==> src/rtl/stream_light_multi.sv <==
// stream_light_multi
//   Parametrised running-light driver for the board LED bank. A prescaler
//   turns CLK_in into step ticks (period DIV<<Speed cycles). On each tick a
//   small mode machine advances the LED pattern: rotate, bounce, fill or blink.
//
// Ports
//   CLK_in   in   1      board clock, rising edge
//   Reset_n  in   1      asynchronous active-low reset
//   Stop     in   1      level, freezes all state while high
//   Reverse  in   1      direction select for ROTATE and FILL
//   Mode     in   2      00 ROTATE, 01 BOUNCE, 10 FILL, 11 BLINK
//   Speed    in   2      step period = DIV<<Speed cycles
//   LED      out  WIDTH  registered pattern
//   Step     out  1      one-cycle pulse in the cycle LED shows a new step
//   Dir      out  1      0 = toward MSB, 1 = toward LSB (registered)
//
// mode_q        | meaning
// --------------+-----------------------------------------------------------
// MODE_ROTATE   | single lit LED rotates, direction from Reverse
// MODE_BOUNCE   | single lit LED runs to an end, turns around (Dir tracks it)
// MODE_FILL     | LEDs fill from one end, restart once all are lit
// MODE_BLINK    | whole bank toggles between all-on and all-off

module stream_light_multi #(
   parameter int WIDTH = 16,
   parameter int DIV   = 10000000,
   parameter int CNT_W = 32
) (
   input  logic             CLK_in,
   input  logic             Reset_n,
   input  logic             Stop,
   input  logic             Reverse,
   input  logic [1:0]       Mode,
   input  logic [1:0]       Speed,
   output logic [WIDTH-1:0] LED,
   output logic             Step,
   output logic             Dir
);

   typedef enum logic [1:0] {
      MODE_ROTATE = 2'b00,
      MODE_BOUNCE = 2'b01,
      MODE_FILL   = 2'b10,
      MODE_BLINK  = 2'b11
   } mode_e;

   localparam logic [WIDTH-1:0] LED_LSB = {{(WIDTH-1){1'b0}}, 1'b1};
   localparam logic [WIDTH-1:0] LED_MSB = {1'b1, {(WIDTH-1){1'b0}}};
   localparam logic [CNT_W-1:0] DIV_W   = CNT_W'(DIV);
   localparam logic [CNT_W-1:0] CNT_ONE = CNT_W'(1);

   mode_e            mode_q;
   logic [CNT_W-1:0] cnt;
   logic [CNT_W-1:0] limit_m1;
   logic             tick;
   logic             mode_chg;

   // Greater-or-equal rather than equality: lowering Speed while cnt is
   // already past the new limit yields an immediate tick instead of a wrap.
   assign limit_m1 = (DIV_W << Speed) - CNT_ONE;
   assign tick     = (cnt >= limit_m1);
   assign mode_chg = (Mode != mode_q);

   function automatic logic [WIDTH-1:0] init_pat(input logic [1:0] m,
                                                 input logic       rev);
      logic [WIDTH-1:0] p;
      p = LED_LSB;
      case (m)
         2'b00, 2'b10: p = rev ? LED_MSB : LED_LSB;
         2'b01:        p = LED_LSB;
         default:      p = '1;
      endcase
      return p;
   endfunction

   always_ff @(posedge CLK_in or negedge Reset_n) begin
      if (!Reset_n) begin
         LED    <= LED_LSB;
         cnt    <= '0;
         Dir    <= 1'b0;
         Step   <= 1'b0;
         mode_q <= MODE_ROTATE;
      end else if (Stop) begin
         Step <= 1'b0;
      end else if (mode_chg) begin
         mode_q <= mode_e'(Mode);
         cnt    <= '0;
         Step   <= 1'b0;
         LED    <= init_pat(Mode, Reverse);
         // ROTATE/FILL pick up their direction at the first tick.
         if (Mode == MODE_BOUNCE || Mode == MODE_BLINK)
            Dir <= 1'b0;
      end else if (tick) begin
         cnt  <= '0;
         Step <= 1'b1;
         case (mode_q)
            MODE_ROTATE: begin
               Dir <= Reverse;
               if (LED == '0)
                  LED <= init_pat(mode_q, Reverse);
               else if (Reverse)
                  LED <= {LED[0], LED[WIDTH-1:1]};
               else
                  LED <= {LED[WIDTH-2:0], LED[WIDTH-1]};
            end
            MODE_BOUNCE: begin
               if (LED == '0) begin
                  LED <= LED_LSB;
                  Dir <= 1'b0;
               end else if (!Dir && LED[WIDTH-1]) begin
                  Dir <= 1'b1;
                  LED <= LED >> 1;
               end else if (Dir && LED[0]) begin
                  Dir <= 1'b0;
                  LED <= LED << 1;
               end else if (Dir) begin
                  LED <= LED >> 1;
               end else begin
                  LED <= LED << 1;
               end
            end
            MODE_FILL: begin
               Dir <= Reverse;
               // Both the empty (recovery) and full cases restart the fill.
               if (LED == '0 || &LED)
                  LED <= init_pat(mode_q, Reverse);
               else if (Reverse)
                  LED <= {1'b1, LED[WIDTH-1:1]};
               else
                  LED <= {LED[WIDTH-2:0], 1'b1};
            end
            default: begin
               Dir <= 1'b0;
               LED <= ~LED;
            end
         endcase
      end else begin
         cnt  <= cnt + CNT_ONE;
         Step <= 1'b0;
      end
   end

endmodule
==> config.mk <==
export PLATFORM = sky130hd
export DESIGN_NAME = stream_light_multi
export DESIGN_NICKNAME = d
export VERILOG_FILES = /design/src/rtl/stream_light_multi.sv
export SDC_FILE = /design/constraint.sdc
export NUM_CORES = 1
export LEC_CHECK = 0
export CORE_MARGIN = 3
export CORE_UTILIZATION = 53
export DETAILED_ROUTE_END_ITERATION = 16
export DONT_BUFFER_PORTS = 1
export GPL_TIMING_DRIVEN = 1
export PLACE_DENSITY = 0.71
export SYNTH_ARGS = -nofsm -noshare
export SYNTH_HDL_FRONTEND = slang
export SYNTH_SLANG_ARGS = --single-unit
==> constraint.sdc <==
create_clock -name CLK_in -period 2.4 [get_ports CLK_in]
set_input_delay 0.48 -clock CLK_in [delete_from_list [all_inputs] [get_ports CLK_in]]
set_output_delay 0.48 -clock CLK_in [all_outputs]
set_load 0.03 [all_outputs]
**Word level (Yosys, flattened, before mapping)**

Index checks and enable logic that the tools add are counted.

- Register bits after elaboration: 52
- Bits of input ports: 8
- Word-level logic and storage cells: 60

- Add/sub/neg operators: 2
- Order comparisons: 1
- Equality and inequality tests: 8
- Shift-type cells: 1
- Muxes and demuxes: 26
- Bitwise gates (word level): 2
- Reductions and logical operators: 15

Operators with widths:

| kind | count |
|---|---|
| $mux W16 | 12 |
| $mux W32 | 2 |
| $pmux W16 S3 | 1 |
| $add A32 B1 Y32 const B | 1 |
| $ge A32 B32 Y1 | 1 |
| $pmux W16 S2 | 1 |
| $shl A24 B2 Y32 const A | 1 |
| $sub A32 B1 Y32 const B | 1 |
| $logic_not A16 Y1 | 1 |
| $not A16 Y16 | 1 |
| $reduce_and A16 Y1 | 1 |
| $mux W1 | 9 |
| $eq A2 B2 Y1 const B | 3 |
| $ne A5 B5 Y1 const B | 1 |
| $eq A2 B1 Y1 const B | 2 |
| $logic_not A2 Y1 | 2 |
| $reduce_and A2 Y1 | 2 |
| $reduce_and A4 Y1 | 1 |
| $reduce_or A2 Y1 | 2 |
| $logic_and A1 B1 Y1 | 2 |
| $logic_or A1 B1 Y1 | 2 |
| $ne A2 B1 Y1 const B | 1 |
| $ne A2 B2 Y1 | 1 |
| $pmux W1 S2 | 1 |
| 3 further kinds | 3 |

**Logic depth before layout (Yosys ltp)**

Gate-level depths: netlist (run 1).

- Depth in word-level cells: 7
- Depth in mapped cells: 14

**Least setup slack after synthesis (run 1)**

OpenSTA, ideal clock, no wires.

- Kind: input port to flip-flop
- Start: input Speed[0]
- End: register LED[10]
- Arrival: 3292 ps
- Setup slack: -1017 ps
- Stages on the path: 13
- Buffers on the path: 1
- Path through: inv_1 -> ha_1 -> nor4_1 -> nand3_1 -> xnor2_1 -> ha_1 -> a21oi_1 -> o21ai_0 -> a211oi_1 -> or4b_4 -> a31oi_4 -> buf_12 -> mux2_4

- Longest elaborated chain between the ends: 5

Ends and longest elaborated chain:

| item | RTL line | source |
|---|---|---|
| from (decl) | 34 | `input logic [1:0] Speed,` |
| $shl A24 B2 Y32 | 60 | `assign limit_m1 = (DIV_W << Speed) - CNT_ONE;` |
| $sub A32 B1 Y32 | 60 |  |
| $ge A32 B32 Y1 | 61 | `assign tick = (cnt >= limit_m1);` |
| $reduce_bool A2 Y1 (no source line) | -- |  |
| $reduce_and A2 Y1 (no source line) | -- |  |
| to (signal assigned) | 89 | `LED <= init_pat(Mode, Reverse);` |
| to (signal assigned) | 100 | `LED <= init_pat(mode_q, Reverse);` |
| to (signal assigned) | 102 | `LED <= {LED[0], LED[WIDTH-1:1]};` |
| to (decl) | 35 | `output logic [WIDTH-1:0] LED,` |

No other way between the ends.
A chain may end at the register's enable or synchronous reset.

**Final worst setup path (run 1)**

- Start: input Speed[0]
- End: register LED[7]

The elaborated chain is that of the path after synthesis.

==> results by group, run 1 <==
Status
  • Outcome: complete, but fails checks
  • Violated checks: negative setup slack

Detailed routing
  • DRT antenna net count: 0
  • Vias per cell: 6.03
  • Vias: 3516
  • DRT Pass-1 Iters: 4
  • Routed WL: 10100 um
  • Residual DRC: 0
  • 1st-iter DRT viols: 196
  • Wirelength per Cell: 17.3 um

STA
  • FMAX: 0.321 GHz
  • RSZ-0062 raised after global routing: yes
  • Min Tclk post-route: 3.12 ns
  • Pins Over Slew Limit: 0
  • Final Hold Violating Endpoints: 0
  • Worst Tran Pin Value: 0.575 ns
  • Final Cycle Share: 1.30
  • Worst hold slack: 0.00323 ns
  • Max transition margin: 0.616
  • Clock skew: 0.0200 ns
  • Setup_tns: -30.95 ns
  • Setup violations, final: 50
  • Setup slack after layout: -0.716 ns

Yosys
  • Syn nets: 462
  • Yosys reg bits: 52
  • Sequential area share after synthesis: 0.329
  • Post-synth EDFFs: 0
  • Mapped cell area: 0.00396 mm2
  • Cells after Synth: 425
  • Synth Area per Inst: 9.31 um2
  • Async set-reset flop share out of synthesis: 1.00
  • Primary FF master, synth: dfrtp_1
  • YS warnings: 0
  • Count of cell types in the netlist: 55

Power and ir drop
  • Cell area power density: 582 mW/mm2
  • Lkg Pwr: 2.22 nW
  • Worst VDD drop: 0.390 mV

Finish
  • Diode count: 0
  • Most frequent cells in the layout: 80 x buf_4, 51 x dfrtp_1, 44 x nor2_1
  • Commonest non-fill, non-tap cell in the layout: buf_4
  • Filler instances: 532
  • Layout area overhead: 22.9%
  • Final #Nets: 523
  • Ratio of cells with drive above 1 in the final layout: 0.277
  • Final instance area: 0.00486 mm2
  • Multi-input logic area: 0.00255 mm2
  • Util after Layout: 0.693
  • FF/Latch Area: 0.00130 mm2

Worst setup path
  • Worst r2r src: cnt[25]
  • Reg2Reg Setup Slack: -0.22 ns
  • Crit path max fanout: 12
  • Worst R2R End: LED[7]
  • Worst R2R Path Depth: 7
  • Worst Path Required: 2.61 ns
  • CP Class: input port to register
  • CP Capture Type: register
  • Crit path launch type: input port
  • Worst EP arrival: 3.33 ns

Floorplan
  • Die X: 92.4 um
  • # rows: 30
  • Initial Util: 0.563
  • Io pins: 26
  • Core Area: 0.00702 mm2
  • DIE AREA: 0.00853 mm2
  • Die extent in y: 92.4 um

Clock tree
  • Clock root buffer: clkbuf_8
  • CTS max path bufs: 2
  • CTS Buf Count: 5
  • Clock Latency Late Sink: 0.32 ns
  • Clock slew at reported path FFs: 0.11 ns
  • Clock Sinks: 52
  • TritonCTS clock tree: built
  • H-tree levels: 2

GRT
  • Global-route wire length before repair: 17000 um
  • Largest net degree at the start of global routing: 52
  • Total track usage: 0.245
  • Antenna violations before repair: 0
  • Vias in the first global route: 3588
  • GRT Residual Overflow: 0

Placement
  • HPWL Detailed: 7240 um
  • I/O Buffers: 0
  • Placed Area: 0.00452 mm2
  • GPL Wtd Cong: 0.908

Min path
  • Min-delay worst type: input port to async pin

Flow run
  • Max Cap Viol: 0
## metrics by stage
step / setup WS (ns) / total power [mW] / std cells
3_5_place_dp: -0.993 / 2.16 / 565
6_report: -0.716 / 2.83 / 583
5_1_grt: -0.795 / 2.98 / 583
4_1_cts: -0.637 / 2.83 / 581
2_1_floorplan: -0.895 / 1.86 / 425
3_3_place_gp: -0.906 / 2.12 / 565
## metal layers
layer / part of all wire / vias up / GRT usage
met2: 0.48 / 103 / 0.392
met5: 0 / - / 0
met3: 0.065 / 13 / 0.0577
met1: 0.44 / 1726 / 0.333
li1: - / 1674 / -
met4: 0.013 / 0 / 0.0656
## synthesized netlist by cell type, drive strengths merged (5+ instances only)
master	instances	share of area
nor2	49	0.047
xor2	7	0.016
mux2	18	0.061
o221ai	13	0.029
ha	29	0.092
mux2i	25	0.063
nand4	10	0.016
inv	13	0.012
o22a	12	0.027
a21oi	12	0.015
xnor2	19	0.042
nand3	13	0.016
dfrtp	51	0.32
nand2	27	0.026
nor4	8	0.016
and3	7	0.011
clkbuf	22	0.021
a31oi	5	0.012
nor3	10	0.013
o21ai	9	0.011
buf	11	0.020
## how the worst max path moves through the flow
| stage | start | end | slack (ns) | cells past startpoint |
|---|---|---|---|---|
| after floorplan | Speed[0] | LED[10] | -0.89 | 13 |
| after global placement | Speed[0] | LED[4] | -0.91 | 13 |
| after detailed placement | Speed[0] | LED[5] | -0.99 | 13 |
| after CTS | Speed[0] | LED[7] | -0.64 | 13 |
| after global routing | Speed[0] | LED[7] | -0.80 | 13 |
| final | Speed[0] | LED[7] | -0.72 | 13 |
## layout make-up
cell class | count | area share
multi-input combinational | 327 | 0.525
tap | 96 | 0.0247
clock inverter | 2 | 0.00721
inverter | 13 | 0.0108
clock buffer | 6 | 0.0149
timing repair buffer | 87 | 0.150
sequential | 52 | 0.268
## flip-flops by register name, summed over array words and instances, names as in the netlist
name,count
Dir,1
LED,16
Step,1
cnt,32
mode_q,2
## cells by family after synthesis
| logic type | synth area share |
|---|---|
| flip-flops | 0.329 |
| other | 0.000948 |
| XOR/XNOR | 0.0576 |
| multiplexers | 0.124 |
| buffers and inverters | 0.0535 |
| AND/OR/NAND/NOR | 0.190 |
| AO/OA/AOI/OAI | 0.153 |
| adder cells (fa/ha/maj) | 0.0917 |
## timing repair
action	4_1_cts	5_1_grt
resized for setup	20	4
endpoints found under the setup margin	50	50
gates cloned	1	0
setup buffers	6	1
hold buffers	1	1
endpoints found under the hold margin	51	1
pin swaps	7	0
## worst max-delay path: stages
cell and delay (ns):
clkinvlp_4 0.16, ha_4 0.21, nor4_2 0.27, nand3_1 0.12, xnor2_1 0.14, ha_1 0.32
a21oi_2 0.08, o21ai_2 0.17, a211oi_1 0.10, or4b_4 0.53, a31oi_4 0.20, buf_12 0.19
mux2_2 0.35
## power by group
group	internal, mW	switching, mW
combinational	0.508	0.659
sequential	0.959	0.0894
clock	0.310	0.303
Power figures use the tool's default switching activity.
==> run 2: changes to the inputs <==
SETUP_SLACK_MARGIN = 0.2   (was unset)
==> run 2 against run 1 <==
Against the previous run: the run still ends with negative setup slack left; sequential share of layout area unchanged; global-route usage unchanged; flip-flop and latch count unchanged; final area unchanged; first-iteration DRC count down 8.2%; clock power about the same; worst setup slack better by 0.0031 ns; count of clock-buffer cells in the layout unchanged; via count about the same; critical path depth unchanged; largest cell class unchanged; largest power group unchanged.
==> results by group, run 2 (synthesized netlist as in run 1, its figures left out) <==
Status
  • Outcome: complete, but fails checks (unchanged)
  • Violated checks: negative setup slack (unchanged)

STA
  • RSZ-0062 raised after global routing: yes (unchanged)
  • Pins Over Slew Limit: 0 (unchanged)
  • Max transition margin: 0.612 (was 0.616)
  • Final Cycle Share: 1.30 (about the same)
  • Worst hold slack: 0.00427 ns (was 0.00323 ns)
  • Setup slack after layout: -0.713 ns (was -0.716 ns)
  • Worst Tran Pin Value: 0.580 ns (was 0.575 ns)
  • Clock skew: 0.0194 ns (was 0.0200 ns)
  • Setup violations, final: 50 (unchanged)
  • Min Tclk post-route: 3.11 ns (was 3.12 ns)
  • FMAX: 0.321 GHz (about the same)
  • Final Hold Violating Endpoints: 0 (unchanged)

Detailed routing
  • Vias per cell: 6.03 (about the same)
  • 1st-iter DRT viols: 180 (was 196)
  • Residual DRC: 0 (unchanged)
  • Vias: 3518 (was 3516)
  • Routed WL: 10100 um (about the same)
  • DRT antenna net count: 0 (unchanged)
  • Wirelength per Cell: 17.4 um (was 17.3 um)
  • DRT Pass-1 Iters: 4 (unchanged)

GRT
  • Global-route wire length before repair: 17000 um (unchanged)
  • Antenna violations before repair: 0 (unchanged)
  • GRT Residual Overflow: 0 (unchanged)
  • Total track usage: 0.245 (unchanged)
  • Largest net degree at the start of global routing: 52 (unchanged)
  • Vias in the first global route: 3588 (unchanged)

Finish
  • Diode count: 0 (unchanged)
  • Ratio of cells with drive above 1 in the final layout: 0.277 (unchanged)
  • Final instance area: 0.00486 mm2 (unchanged)
  • Util after Layout: 0.693 (unchanged)
  • Number of flip-flops under the largest register name: 32 (unchanged)
  • Layout area overhead: 22.9% (unchanged)
  • Top reg by flops: cnt (unchanged)
  • Commonest non-fill, non-tap cell in the layout: buf_4 (unchanged)
  • Final #Nets: 523 (unchanged)
  • Biggest registers after layout: cnt (32), LED (16), mode_q (2) (unchanged)
  • Most frequent cells in the layout: 80 x buf_4, 51 x dfrtp_1, 44 x nor2_1 (unchanged)
  • Fin cells: 583 (unchanged)
  • Filler instances: 532 (unchanged)

Worst setup path
  • Top Family by Delay on Critical Path: simple AND/OR/NAND/NOR gates (unchanged)
  • CP Capture Type: register (unchanged)
  • Worst Path Required: 2.61 ns (about the same)
  • Worst EP arrival: 3.33 ns (about the same)
  • CP Class: input port to register (unchanged)
  • Crit path launch type: input port (unchanged)
  • Buf+Inv Stages, Crit Path: 2 (unchanged)
  • Worst R2R Path Depth: 7 (unchanged)
  • Crit path max fanout: 12 (unchanged)
  • Worst R2R End: LED[7] (unchanged)
  • Slowest stage delay, CP: 0.53 ns (about the same)
  • Cell Chain, Critical Path: clkinvlp_4 -> ha_4 -> nor4_2 -> nand3_1 -> xnor2_1 -> ha_1 -> a21oi_2 -> o21ai_2 -> a211oi_1 -> or4b_4 -> a31oi_4 -> buf_12 -> mux2_2 (unchanged)
  • Worst r2r src: cnt[25] (unchanged)
  • Slowest CP cell: or4b_4 (unchanged)
  • Reg2Reg Setup Slack: -0.22 ns (about the same)

Power and ir drop
  • Worst VDD drop: 0.391 mV (was 0.390 mV)
  • Cell area power density: 582 mW/mm2 (about the same)
  • Design Power: 2.83 mW (about the same)
  • Lkg Pwr: 2.22 nW (unchanged)

Min path
  • Min-delay worst type: input port to async pin (unchanged)

Placement
  • I/O Buffers: 0 (unchanged)
  • GPL Wtd Cong: 0.908 (unchanged)
  • Placed Area: 0.00452 mm2 (unchanged)
  • Inst Count DP: 565 (unchanged)
  • HPWL Detailed: 7240 um (unchanged)

Floorplan
  • Die extent in y: 92.4 um (unchanged)
  • Io pins: 26 (unchanged)
  • # rows: 30 (unchanged)
  • Die X: 92.4 um (unchanged)
  • Initial Util: 0.563 (unchanged)
  • DIE AREA: 0.00853 mm2 (unchanged)
  • Core Area: 0.00702 mm2 (unchanged)

Flow run
  • Max Cap Viol: 0 (unchanged)

Clock tree
  • Clock Latency Late Sink: 0.32 ns (about the same)
  • Clock slew at reported path FFs: 0.11 ns (about the same)
  • CTS max path bufs: 2 (unchanged)
  • TritonCTS clock tree: built (unchanged)
  • CTS Buf Count: 5 (unchanged)
  • Clock Sinks: 52 (unchanged)
  • H-tree levels: 2 (unchanged)
  • Clock root buffer: clkbuf_8 (unchanged)
==> run 2: cell counts in the layout (fill, tap and decap cells not counted) <==
Identical to the previous run, type by type.
==> run 2: report_power, final <==
group          switching [mW]  internal (mW)  leakage [nW]
clock network           0.305          0.310        0.0552
logic                   0.660          0.508          1.47
registers              0.0885          0.959         0.700
==> run 2: stage by stage <==
stage / setup TNS [ns] / worst slack, ns
2_1_floorplan: -36.43 / -0.895
3_3_place_gp: -41.12 / -0.906
3_5_place_dp: -45.11 / -0.993
4_1_cts: -28.00 / -0.637
5_1_grt: -35.57 / -0.795
6_report: -30.84 / -0.713
==> run 2: final cells by class <==
class / instances / area [um2] / share of cell area
Multi-Input combinational cell: 327 / 2550 / 0.525
Timing Repair Buffer: 87 / 728 / 0.150
Tap cell: 96 / 120 / 0.0247
Clock inverter: 2 / 35.0 / 0.00721
Clock buffer: 6 / 72.6 / 0.0149
Sequential cell: 52 / 1300 / 0.268
Inverter: 13 / 52.6 / 0.0108
==> run 2: worst max-delay path by stage <==
stage | from | to | slack [ns] | cells past startpoint
5_1_grt | Speed[0] | LED[7] | -0.80 | 13
6_report | Speed[0] | LED[7] | -0.71 | 13
2_1_floorplan | Speed[0] | LED[10] | -0.89 | 13
3_3_place_gp | Speed[0] | LED[4] | -0.91 | 13
4_1_cts | Speed[0] | LED[7] | -0.64 | 13
3_5_place_dp | Speed[0] | LED[5] | -0.99 | 13
==> run 2: timing repair <==
action,CTS,global route
endpoints found under the setup margin,50,50
setup buffers,6,1
hold buffers,1,1
hold endpoints to repair,51,1
gates cloned,1,0
resized for setup,20,4
pin swaps,7,0
==> run 2: layer usage <==
layer  GRT usage  routed length (um)  share of wire  up-vias
met5           0                   0              0        -
met4      0.0656                 116          0.011        0
met3      0.0577                 654          0.065       13
met2       0.392                4830           0.48      106
met1       0.333                4520           0.45     1719
li1            -                   -              -     1680
